File: src/rtl/regfile_sequencer.sv
// regfile_sequencer: access controller in front of a registered-read register
// file. Merges single-cycle host writes with a full-bank read-out scan that
// streams every register, tagged with its address, in ascending order.
// A host write always owns the register file slot. A scan read waits for a
// free slot, so the scan never skips an address.
module regfile_sequencer #(
  parameter int ADDR_W    = 4,
  parameter int DATA_W    = 8,
  parameter int SCAN_LAST = 15
) (
  input  logic              clock,
  input  logic              reset_n,
  input  logic              wr_req,
  input  logic [ADDR_W-1:0] wr_addr,
  input  logic [DATA_W-1:0] wr_data,
  output logic              wr_ack,
  input  logic              scan_start,
  output logic              scan_busy,
  output logic              scan_valid,
  output logic [ADDR_W-1:0] scan_addr,
  output logic [DATA_W-1:0] scan_data,
  output logic              scan_done,
  output logic [ADDR_W-1:0] rf_address,
  output logic              rf_en_write,
  output logic [DATA_W-1:0] rf_data_in,
  input  logic [DATA_W-1:0] rf_data_out
);

  localparam logic [ADDR_W-1:0] LAST_A = ADDR_W'(SCAN_LAST);

  typedef enum logic [1:0] {S_IDLE, S_SCAN, S_DRAIN} state_t;

  state_t              r_state;
  logic [ADDR_W-1:0]   r_ptr;
  logic                r_vld_p0;
  logic                r_vld_p1;
  logic [ADDR_W-1:0]   r_addr_p1;
  logic                r_wr_ack;
  logic                r_busy;
  logic                r_scan_valid;
  logic [ADDR_W-1:0]   r_scan_addr;
  logic [DATA_W-1:0]   r_scan_data;
  logic                r_scan_done;
  logic [ADDR_W-1:0]   r_rf_addr;
  logic                r_rf_we;
  logic [DATA_W-1:0]   r_rf_din;

  logic w_issue;
  logic w_ptr_last;
  logic w_emit_last;

  // A scan read takes the slot only when no host write claims it.
  assign w_issue     = (r_state == S_SCAN) && !wr_req;
  assign w_ptr_last  = (r_ptr == LAST_A);
  assign w_emit_last = r_vld_p1 && (r_addr_p1 == LAST_A);

  assign wr_ack      = r_wr_ack;
  assign scan_busy   = r_busy;
  assign scan_valid  = r_scan_valid;
  assign scan_addr   = r_scan_addr;
  assign scan_data   = r_scan_data;
  assign scan_done   = r_scan_done;
  assign rf_address  = r_rf_addr;
  assign rf_en_write = r_rf_we;
  assign rf_data_in  = r_rf_din;

  // Slot arbitration, read pipeline and scan FSM with registered outputs.
  always_ff @(posedge clock or negedge reset_n) begin
    if (!reset_n) begin
      r_state      <= S_IDLE;
      r_ptr        <= '0;
      r_vld_p0     <= 1'b0;
      r_vld_p1     <= 1'b0;
      r_addr_p1    <= '0;
      r_wr_ack     <= 1'b0;
      r_busy       <= 1'b0;
      r_scan_valid <= 1'b0;
      r_scan_addr  <= '0;
      r_scan_data  <= '0;
      r_scan_done  <= 1'b0;
      r_rf_addr    <= '0;
      r_rf_we      <= 1'b0;
      r_rf_din     <= '0;
    end else begin
      // Stage 0: drive the register file pins (write wins, else scan read).
      r_wr_ack <= wr_req;
      r_rf_we  <= wr_req;
      if (wr_req) begin
        r_rf_addr <= wr_addr;
        r_rf_din  <= wr_data;
      end else if (w_issue) begin
        r_rf_addr <= r_ptr;
      end
      r_vld_p0 <= w_issue;

      // Stage 1: the register file presents read data during this cycle.
      r_vld_p1  <= r_vld_p0;
      r_addr_p1 <= r_rf_addr;

      // Stage 2: capture the word; the post-write 0x00 never carries a valid flag.
      r_scan_valid <= r_vld_p1;
      if (r_vld_p1) begin
        r_scan_addr <= r_addr_p1;
        r_scan_data <= rf_data_out;
      end

      r_scan_done <= 1'b0;
      case (r_state)
        S_IDLE: begin
          if (scan_start && !r_busy) begin
            r_state <= S_SCAN;
            r_busy  <= 1'b1;
          end else begin
            r_busy  <= 1'b0;
          end
        end
        S_SCAN: begin
          if (w_issue) begin
            if (w_ptr_last) r_state <= S_DRAIN;
            else            r_ptr   <= r_ptr + 1'b1;
          end
        end
        S_DRAIN: begin
          if (w_emit_last) begin
            r_scan_done <= 1'b1;
            r_state     <= S_IDLE;
            r_ptr       <= '0;
          end
        end
        default: r_state <= S_IDLE;
      endcase
    end
  end

endmodule

File: config.mk
export PLATFORM = sky130hd
export DESIGN_NAME = regfile_sequencer
export DESIGN_NICKNAME = d
export VERILOG_FILES = /design/src/rtl/regfile_sequencer.sv
export SDC_FILE = /design/constraint.sdc
export NUM_CORES = 1
export LEC_CHECK = 0
export ABC_AREA = 1
export BUFFER_PORTS_ARGS = -buffer_cell sky130_fd_sc_hd__buf_2
export CAP_MARGIN = 20
export CORE_UTILIZATION = 44
export DETAILED_ROUTE_END_ITERATION = 7
export GPL_TIMING_DRIVEN = 0
export PLACE_DENSITY = 0.73
export SLEW_MARGIN = 5
export SYNTH_ARGS = -nofsm -noshare
export SYNTH_HDL_FRONTEND = slang
export SYNTH_SLANG_ARGS = --single-unit
File: constraint.sdc
create_clock -name clock -period 1.3 [get_ports clock]
set_clock_uncertainty 0.05 [all_clocks]
set_input_delay 0.39 -clock clock [delete_from_list [all_inputs] [get_ports clock]]
set_output_delay 0.39 -clock clock [all_outputs]
set_load 0.05 [all_outputs]
==> results of run 1 <==
[flip-flops by register name (all words and copies together) (netlist names), 2 cells and up]
register,flops
scan_data,8
rf_data_in,8
rf_address,4
scan_addr,4
r_state,2
r_ptr,4
r_addr_p1,4
[power groups by stage]
stage	clock network (mW)	logic, mW	registers, mW
2_1_floorplan	0	0.0504	1.46
3_3_place_gp	0	0.281	1.34
3_5_place_dp	0	0.284	1.34
4_1_cts	0.881	0.344	1.32
5_1_grt	0.921	0.370	1.33
6_report	0.855	0.344	1.32
[final cells by class]
| type | instances | area [um^2] |
|---|---|---|
| buffer | 3 | 21.3 |
| clock inverter | 2 | 38.8 |
| tap | 46 | 57.6 |
| timing repair buffer | 65 | 537 |
| sequential | 40 | 1000 |
| clock buffer | 6 | 51.3 |
| multi-input combinational | 100 | 568 |
| inverter | 11 | 41.3 |
| fill | 264 | 1070 |
[repair_timing]
action,4_1_cts,5_1_grt
endpoints found under the setup margin,34,44
pin swaps,1,7
resized for setup,60,11
setup buffers,9,4
[synth_stat cells (2+ instances only)]
master   number
nand2_1      53
nand2_2       3
mux2_2       11
inv_2         2
nand3_1       8
dfrtp_1      40
o21ai_0       4
nor2_1        9
buf_2         2
inv_1         9
a21oi_1       2
nand4_1       4
[worst paths after layout]
check | slack [ns] | end
min | 0.08 | r_ptr[2]$_DFFE_PN0P_
max reg2reg | 0.02 | r_ptr[3]$_DFFE_PN0P_
min reg2reg | 0.31 | r_vld_p1$_DFF_PN0_
max | -0.16 | wr_ack
max in group asynchronous | 0.55 | rf_en_write$_DFF_PN0_
min in group clock | 0.18 | rf_data_in[1]$_DFFE_PN0P_
[metrics by stage]
| step | util [%] | cell area, um^2 | instances |
|---|---|---|---|
| 5_1_grt | 68.4 | 2320 | 273 |
| 3_3_place_gp | 56.3 | 1910 | 252 |
| 6_report | 68.4 | 2320 | 273 |
| 4_1_cts | 66.6 | 2260 | 269 |
| 3_5_place_dp | 56.3 | 1910 | 252 |
| 2_1_floorplan | - | 1590 | 154 |
[metal layers]
layer  vias to the layer above  share of wire [%]  GRT usage (%)
li1                        636                  -              -
met4                         0                2.2           6.67
met3                         8                5.4           5.80
met5                         -                  0              0
met2                        53                 51           33.4
met1                       583                 42           23.6
[critical path, stage by stage (launching register included)]
cell     delay (ns)
dfrtp_2        0.42
buf_6          0.11
buf_8          0.14
[placed cells by master (no fill, tap or decap), drive strengths merged]
cell type and count:
ha 1, clkbuf 6, buf 68, o21ai 5, dfrtp 40, mux2 11
bufinv 1, nand2 56, nand3 9, clkinv 1, nand4 4, nor2 10
a21oi 2, o211ai 1, nor3 1, inv 11
[cell families after synthesis]
family	synth area share (%)
simple gates	21.3
buf+inv	3.70
compound gates	3.39
flops	63.0
fa+ha+maj	0.788
mux	7.80
==> results.py, run 1 <==
metrics = {
    "synthesis": {
        "synthArstFlopShare_pct": 100,
        "syn_area_um2": 1590,
        "yosysSeqAreaShare_pct": 63.0,
        "yosysTopAreaCellShare_pct": 63.0,
        "synth_cell_types": 19,
        "synth_nets": 179,
        "synth_area_leaders": "dfrtp_1 (63%), nand2_1 (13%), mux2_2 (7.8%)",
        "synth_seq_cells": 40,
        "synth_edf_count": 0,
        "synth_ff_type": "dfrtp_1",
        "yosys_warnings": 0,
        "synth_area_leader_cell": "dfrtp_1",
        "synth.avg_cell_area_um2": 10.3,
        "syn_inst": 154,
    },
    "worst_setup_path": {
        "endpoint_kind": "output pin",
        "arrival_ns": 1.02,
        "timing.rr.start": "r_ptr[1]$_DFFE_PN0P_",
        "crit_type": "reg2out",
        "startpoint": "rf_en_write$_DFF_PN0_",
        "cp_max_fo": 2,
        "start_kind": "flop",
        "reg2reg_depth": 7,
        "cp.required_ns": 0.86,
    },
    "routing": {
        "finalWirelength_um": 3260,
        "dr_total_vias": 1280,
        "drt-initial-drc-count": 34,
        "antenna_left": 0,
        "drc": 0,
        "dr.pass1.iters": 4,
        "wire_per_inst_um": 11.9,
        "viasPerCell": 4.69,
    },
    "timing": {
        "setup_ws_ns": -0.158,
        "whs_ns": 0.0794,
        "slew_headroom_pct": 44.4,
        "rsz0062_at_grt": "true",
        "tns_ns": -1.64,
        "tightest_slew_ns": 0.834,
        "fin_crit_ns": 1.46,
        "maxSlewViolCount": 0,
        "clock.fmax_mhz": 686,
        "final-setup-viol-count": 29,
        "hold_viol": 0,
        "finalCritPeriodShare_pct": 112,
    },
    "run": {
        "drv_cap": 0,
    },
    "floorplan": {
        "core-area_um2": 3390,
        "initial_core_util_pct": 46.8,
        "die_area_um2": 3850,
        "die_w_um": 62.1,
        "die_y_um": 62.1,
        "row_count": 21,
        "boundaryPins": 53,
    },
    "power_and_ir_drop": {
        "power_frac_seq_pct": 52.5,
        "p_int_mw": 1.88,
        "p_sw_mw": 0.643,
        "power.density_nw_per_um2": 1090,
        "worst_ir_drop_vdd_mv": 0.764,
        "p_leak_nw": 1.22,
        "comb_power_share_pct": 13.6,
        "p_total_mw": 2.52,
        "p_clk_share_pct": 33.9,
        "p_sw_share_pct": 25.5,
    },
    "placed_design": {
        "port_buffers": 52,
        "hpwl_um": 2160,
        "dp_slack_ns": -0.0849,
        "gp_congestion": 0.808,
    },
    "grt": {
        "antenna_found_initial": 0,
        "track_usage_pct": 19.6,
        "grt_overflow": 0,
        "grt_pass1_vias": 1218,
        "grt_pass1_wl_um": 5280,
        "grt_start_max_net_pins": 41,
    },
    "layout": {
        "syn_to_final_growth_pct": 46.0,
        "drive_gt1_share_pct": 46.3,
        "final_nets": 251,
        "diodes": 0,
    },
    "clock_network": {
        "tritoncts": "built",
        "clkSinkCount": 40,
        "clockRootBuffer": "clkbuf_4",
        "cts_max_level": 2,
        "holdBufCountCts": 0,
        "clock_latency_ns": 0.35,
        "cts_buffer_depth": 2,
        "clk_pin_slew_ns": 0.12,
        "cts_buffers": 5,
    },
    "outcome": {
        "status": "finished with violations",
        "violations": "setup timing",
    },
    "min_path": {
        "hp-class": "in2async",
    },
}
Power figures use the tool's default switching activity.
==> run 2: changes to the inputs <==
--- a/config.mk
+++ b/config.mk
@@ -5,7 +5,6 @@
 export SDC_FILE = /design/constraint.sdc
 export NUM_CORES = 1
 export LEC_CHECK = 0
-export ABC_AREA = 1
 export BUFFER_PORTS_ARGS = -buffer_cell sky130_fd_sc_hd__buf_2
 export CAP_MARGIN = 20
 export CORE_UTILIZATION = 44
==> run 2 against run 1 <==
The run still ends with setup timing left. Sequential cell count stayed put. Non-clock buffer count up 11. Maximum frequency is 1.7% lower. Combinational power rose to 8.6 times the previous value. Cell count shrank 12%. Via count fell by 7.3%. Clock-buffer cell count unchanged. Area after synthesis fell by 4.0%. Largest power group is now combinational cells.
==> results.py, run 2 <==
metrics = {
    "outcome": {
        "status": "finished with violations",
        "violations": "setup timing",
    },
    "routing": {
        "drt-met1-wl_um": 1470,
        "dr.pass1.iters": 4,
        "wl_met2_um": 2040,
        "topRoutingLayerUsed": "met4",
        "finalWirelength_um": 3720,
        "dr_total_vias": 1187,
        "viasPerCell": 4.97,
        "wire_per_inst_um": 15.6,
        "dr_wl_met3_um": 133,
        "drt-initial-drc-count": 44,
        "antenna_left": 0,
        "drc": 0,
    },
    "synthesis": {
        "yosys_warnings": 0,
        "synth.avg_cell_area_um2": 13.6,
        "synth_nets": 137,
        "synth_seq_cells": 40,
        "synthMuxAreaShare_pct": 16.7,
        "synthXorXnorAreaFrac_pct": 0,
        "synth_top_family_by_area": "multiplexers",
        "yosysTopAreaCellShare_pct": 65.7,
        "syn_inst": 112,
        "synth_ff_type": "dfrtp_1",
        "synth_fa_ha_area_share_pct": 0.821,
        "yosysSeqAreaShare_pct": 65.7,
        "synth-simple-area-share_pct": 7.55,
        "synth_edf_count": 0,
        "synth.most_common_cell": "dfrtp_1",
        "synth_area_leaders": "dfrtp_1 (66%), mux2_2 (14%), o21ai_0 (3.0%)",
        "syn_area_um2": 1520,
        "synth-compound-area-share_pct": 5.99,
        "synth_area_leader_cell": "dfrtp_1",
        "synthArstFlopShare_pct": 100,
        "synth_common_cells": "dfrtp_1 (40), mux2_2 (19), o21ai_0 (9)",
        "synth_cell_types": 26,
    },
    "worst_setup_path": {
        "regToRegSetupSlack_ns": -0.15,
        "path_cells": "buf_6 > buf_8",
        "endpoint_kind": "output pin",
        "critPathTopFamily": "flip-flops",
        "start_kind": "flop",
        "reg2reg_depth": 3,
        "cp_max_fo": 2,
        "crit_buf_inv": 2,
        "timing.rr.start": "r_state[1]$_DFFE_PN0P_",
        "cp.required_ns": 0.86,
        "r2r_end": "r_ptr[0]$_DFFE_PN0P_",
        "cp_slowest_cell": "dfrtp_2",
        "critical_path.max_stage_delay_ns": 0.44,
        "arrival_ns": 1.04,
        "crit_type": "reg2out",
    },
    "clock_network": {
        "clock_latency_ns": 0.35,
        "cts_buffer_depth": 2,
        "cts_buffers": 5,
        "clkSinkCount": 40,
        "tritoncts": "built",
        "cts_max_level": 2,
        "clk_pin_slew_ns": 0.12,
        "clockRootBuffer": "clkbuf_4",
        "holdBufCountCts": 0,
    },
    "layout": {
        "syn_to_final_growth_pct": 53.2,
        "diodes": 0,
        "design_area_um2": 2330,
        "fin_cells": 239,
        "layout_common_cells": "dfrtp_1 (39), buf_6 (28), buf_2 (25)",
        "final_nets": 217,
        "final_common_cell": "dfrtp_1",
        "drive_gt1_share_pct": 62.2,
    },
    "floorplan": {
        "die_w_um": 60.9,
        "initial_core_util_pct": 45.7,
        "boundaryPins": 53,
        "core-area_um2": 3340,
        "die_area_um2": 3700,
        "die_y_um": 60.9,
        "row_count": 21,
    },
    "timing": {
        "fin_crit_ns": 1.48,
        "rsz0062_at_grt": "true",
        "setup_ws_ns": -0.183,
        "hold_viol": 0,
        "clock.fmax_mhz": 674,
        "tightest_slew_ns": 0.862,
        "tns_ns": -2.14,
        "final-setup-viol-count": 33,
        "finalCritPeriodShare_pct": 114,
        "slew_headroom_pct": 42.5,
        "maxSlewViolCount": 0,
    },
    "grt": {
        "antenna_found_initial": 0,
        "grt_start_max_net_pins": 41,
        "track_usage_pct": 19.7,
        "grt_pass1_vias": 1109,
        "grt_pass1_wl_um": 5030,
        "grt_overflow": 0,
    },
    "power_and_ir_drop": {
        "p_leak_nw": 1.10,
        "worst_ir_drop_vdd_mv": 1.08,
        "power.density_nw_per_um2": 2380,
        "p_total_mw": 5.56,
    },
    "min_path": {
        "hp-class": "in2async",
    },
    "placed_design": {
        "dp_slack_ns": -0.455,
        "post-place-cells": 210,
        "placed_cell_area_um2": 1850,
        "port_buffers": 52,
        "gp_congestion": 0.743,
        "hpwl_um": 2190,
    },
    "run": {
        "drv_cap": 0,
    },
}
==> run 2: cell types whose count changed after synthesis, sizes merged, moves of 2 or more <==
| cell | change |
|---|---|
| a21oi | +2 |
| inv | -7 |
| mux2i | +4 |
| nand4 | -4 |
| nand2 | -50 |
| nor3 | +2 |
| clkbuf | +3 |
| nand2b | +3 |
| mux2 | +8 |
| o21ai | +4 |
| nor2 | -9 |
| nand3 | -5 |
==> run 2: how the worst max path moves through the flow <==
stage	startpoint	to	slack, ns	cells past startpoint
final	rf_en_write$_DFF_PN0_	wr_ack	-0.18	2
after CTS	rf_en_write$_DFF_PN0_	wr_ack	-0.18	2
after detailed placement	wr_req	r_ptr[3]$_DFFE_PN0P_	-0.46	6
after global routing	rf_en_write$_DFF_PN0_	wr_ack	-0.21	2
after global placement	wr_req	r_ptr[0]$_DFFE_PN0P_	-0.39	6
after floorplan	wr_req	r_ptr[0]$_DFFE_PN0P_	-0.23	5
==> run 2: layout make-up <==
cell class | count | area (um^2)
Sequential cell | 40 | 1000
Fill cell | 252 | 1000
Timing Repair Buffer | 75 | 612
Multi-Input combinational cell | 62 | 549
Tap cell | 46 | 57.6
Clock buffer | 6 | 51.3
Buffer | 4 | 35.0
Inverter | 4 | 17.5
Clock inverter | 2 | 10.0
==> run 2: per-stage QoR <==
step                      util, %  hold WS, ns
final                        70.0       0.0870
after global routing         70.0        0.124
after detailed placement     55.3        0.295
after global placement       55.3        0.281
after floorplan                 -       0.0444
after CTS                    66.1        0.116
==> run 2: layer usage <==
| metal | GRT usage (%) | up-vias |
|---|---|---|
| li1 | - | 549 |
| met1 | 20.7 | 593 |
| met2 | 35.0 | 38 |
| met3 | 4.90 | 7 |
| met4 | 12.7 | 0 |
| met5 | 0 | - |
==> run 2: logic make-up (layout without fill, tap and decap cells) <==
| family | after synthesis | count (layout) |
|---|---|---|
| mux | 23 | 23 |
| flops | 40 | 40 |
| fa+ha+maj | 1 | 1 |
| buf+inv | 10 | 91 |
| simple gates | 22 | 22 |
| compound gates | 16 | 16 |
==> run 2: power breakdown <==
group / internal (mW) / switching [mW] / leakage [nW]
combinational: 1.30 / 1.64 / 0.589
clock: 0.257 / 0.399 / 0.0380
sequential: 1.63 / 0.329 / 0.473
==> run 2: timing repair <==
action | CTS | global route
gates resized for setup | 64 | 15
pin swaps | 1 | 3
endpoints found under the setup margin | 45 | 36
setup buffers | 13 | 10
==> run 3: changes to the inputs <==
==> constraint.sdc (replaced) <==
create_clock -name clock -period 1.35 [get_ports clock]
set_clock_uncertainty 0.05 [all_clocks]
set_input_delay 0.405 -clock clock [delete_from_list [all_inputs] [get_ports clock]]
set_output_delay 0.405 -clock clock [all_outputs]
set_load 0.05 [all_outputs]
==> run 3 against run 2 <==
The flow still finishes with violations (setup timing). Largest power group unchanged. First-iteration DRC count decreased by 39%. Critical endpoint is now r_ptr[0]$_DFFE_PN0P_. Global-route usage decreased by 1.5 points. Register-to-register slack improved by 0.02 ns. Cell count decreased by 3.3%. Clock power decreased by 17%. Sequential power decreased by 3%. Utilization decreased by 2.3 points. Setup slack improved by 0.056 ns. Non-clock buffer count decreased by 7. Critical path type is now reg2reg.
==> results.py, run 3 (synthesis gave the netlist of run 2 again) <==
metrics = {
    "layout": {
        "nFillCells": 265,
        "final_nets": 210,
        "fin_cells": 231,
        "diodes": 0,
        "drive_gt1_share_pct": 58.9,
        "syn_to_final_growth_pct": 48.2,
        "layout_common_cells": "dfrtp_1 (38), buf_6 (29), buf_2 (25)",
        "final_common_cell": "dfrtp_1",
    },
    "floorplan": {
        "die_area_um2": 3700,
        "die_w_um": 60.9,
        "initial_core_util_pct": 45.7,
        "die_y_um": 60.9,
        "core-area_um2": 3340,
        "row_count": 21,
        "boundaryPins": 53,
    },
    "clock_network": {
        "cts_max_level": 2,
        "tritoncts": "built",
        "clkSinkCount": 40,
        "clockRootBuffer": "clkbuf_4",
        "clock_latency_ns": 0.34,
        "clk_pin_slew_ns": 0.11,
        "cts_buffers": 5,
        "holdBufCountCts": 0,
        "cts_buffer_depth": 2,
    },
    "worst_setup_path": {
        "critPathTopFamily": "simple AND/OR/NAND/NOR gates",
        "critical_path.max_stage_delay_ns": 0.47,
        "crit_type": "reg2reg",
        "cp.required_ns": 1.57,
        "crit_buf_inv": 0,
        "arrival_ns": 1.69,
        "cp_slowest_cell": "or3b_4",
        "cp_max_fo": 8,
        "endpoint_kind": "flop",
        "start_kind": "flop",
        "path_cells": "or3b_4 > or3_4 > a21oi_2",
    },
    "power_and_ir_drop": {
        "p_sw_mw": 2.14,
        "p_leak_nw": 1.06,
        "power.density_nw_per_um2": 2230,
        "p_clk_share_pct": 10.9,
        "p_total_mw": 5.03,
        "p_sw_share_pct": 42.5,
        "power_frac_seq_pct": 37.8,
        "worst_ir_drop_vdd_mv": 1.03,
        "p_int_mw": 2.89,
        "comb_power_share_pct": 51.3,
    },
    "placed_design": {
        "port_buffers": 52,
        "gp_congestion": 0.760,
        "hpwl_um": 2070,
        "post-place-cells": 210,
    },
    "routing": {
        "drc": 0,
        "dr.pass1.iters": 4,
        "antenna_left": 0,
        "wire_per_inst_um": 14.0,
        "finalWirelength_um": 3220,
        "dr_total_vias": 1139,
        "drt-initial-drc-count": 27,
        "viasPerCell": 4.93,
    },
    "timing": {
        "tightest_slew_ns": 0.863,
        "fin_crit_ns": 1.48,
        "setup_ws_ns": -0.127,
        "maxSlewViolCount": 0,
        "final-setup-viol-count": 26,
        "clock.fmax_mhz": 677,
        "slew_headroom_pct": 42.4,
        "finalCritPeriodShare_pct": 109,
        "hold_viol": 0,
        "rsz0062_at_grt": "true",
    },
    "run": {
        "drv_cap": 0,
    },
    "outcome": {
        "violations": "setup timing",
        "status": "finished with violations",
    },
    "min_path": {
        "hp-class": "in2async",
    },
    "grt": {
        "grt_overflow": 0,
        "grt_start_max_net_pins": 41,
        "grt_pass1_vias": 1076,
        "grt_pass1_wl_um": 4660,
        "track_usage_pct": 18.2,
        "antenna_found_initial": 0,
    },
}
==> run 3: cell types whose count changed in the layout (fill, tap and decap cells not counted), sizes merged <==
| cell | change |
|---|---|
| buf | -7 |
| clkinv | -1 |
==> run 3: final timing paths <==
check	start	end	cells past startpoint	slack (ns)
max	r_state[1]$_DFFE_PN0P_	r_ptr[0]$_DFFE_PN0P_	3	-0.13
min	reset_n	rf_data_in[2]$_DFFE_PN0P_	1	0.11
max reg2reg	r_state[1]$_DFFE_PN0P_	r_ptr[0]$_DFFE_PN0P_	3	-0.13
min reg2reg	r_vld_p0$_DFF_PN0_	r_vld_p1$_DFF_PN0_	0	0.31
max in group asynchronous	reset_n	r_ptr[0]$_DFFE_PN0P_	1	0.54
min in group clock	wr_req	rf_en_write$_DFF_PN0_	1	0.15
==> run 3: what timing repair did <==
item                                    CTS  global route
endpoints found under the setup margin   42            35
resized for setup                        64            16
setup buffers                             9             6
pin swaps                                 0             2
endpoints found under the hold margin     0             0
==> run 3: metal layers <==
layer | routed length [um] | global-route usage [%] | vias to the layer above
met1 | 1320 | 19.6 | 554
li1 | - | - | 535
met2 | 1640 | 29.5 | 42
met5 | 0 | 0 | -
met3 | 183 | 8.10 | 8
met4 | 82 | 11.0 | 0
==> run 3: area by class of cell <==
type	instances	area, um^2	area share, %
tap	46	57.6	2.55
buffer	5	42.5	1.88
multi-input combinational	62	538	23.8
timing repair buffer	67	556	24.6
clock inverter	1	5.00	0.222
inverter	4	15.0	0.665
clock buffer	6	41.3	1.83
sequential	40	1000	44.4
==> run 3: stage by stage <==
stage | utilization [%] | setup TNS [ns] | cell area (um^2) | setup WS (ns) | hold WS, ns
detailed placement | 55.3 | -2.26 | 1850 | -0.389 | 0.287
CTS | 64.6 | -1.12 | 2160 | -0.131 | 0.122
global placement | 55.3 | -1.55 | 1850 | -0.362 | 0.283
finish | 67.7 | -0.668 | 2260 | -0.127 | 0.111
floorplan | - | -0.470 | 1530 | -0.192 | 0.0594
global route | 67.7 | -2.09 | 2260 | -0.163 | 0.131
==> run 3: worst register-to-register path: stages, from the launching register on <==
cell and delay, ns:
dfrtp_1 0.40, or3b_4 0.47, or3_4 0.35, a21oi_2 0.13
==> run 3: power by group through the flow <==
stage / clock [mW] / sequential (mW) / combinational [mW]
finish: 0.546 / 1.90 / 2.58
global route: 0.618 / 1.95 / 2.73
CTS: 0.576 / 1.86 / 2.39
detailed placement: 0 / 1.85 / 1.91
global placement: 0 / 1.82 / 1.85
floorplan: 0 / 2.66 / 0.607
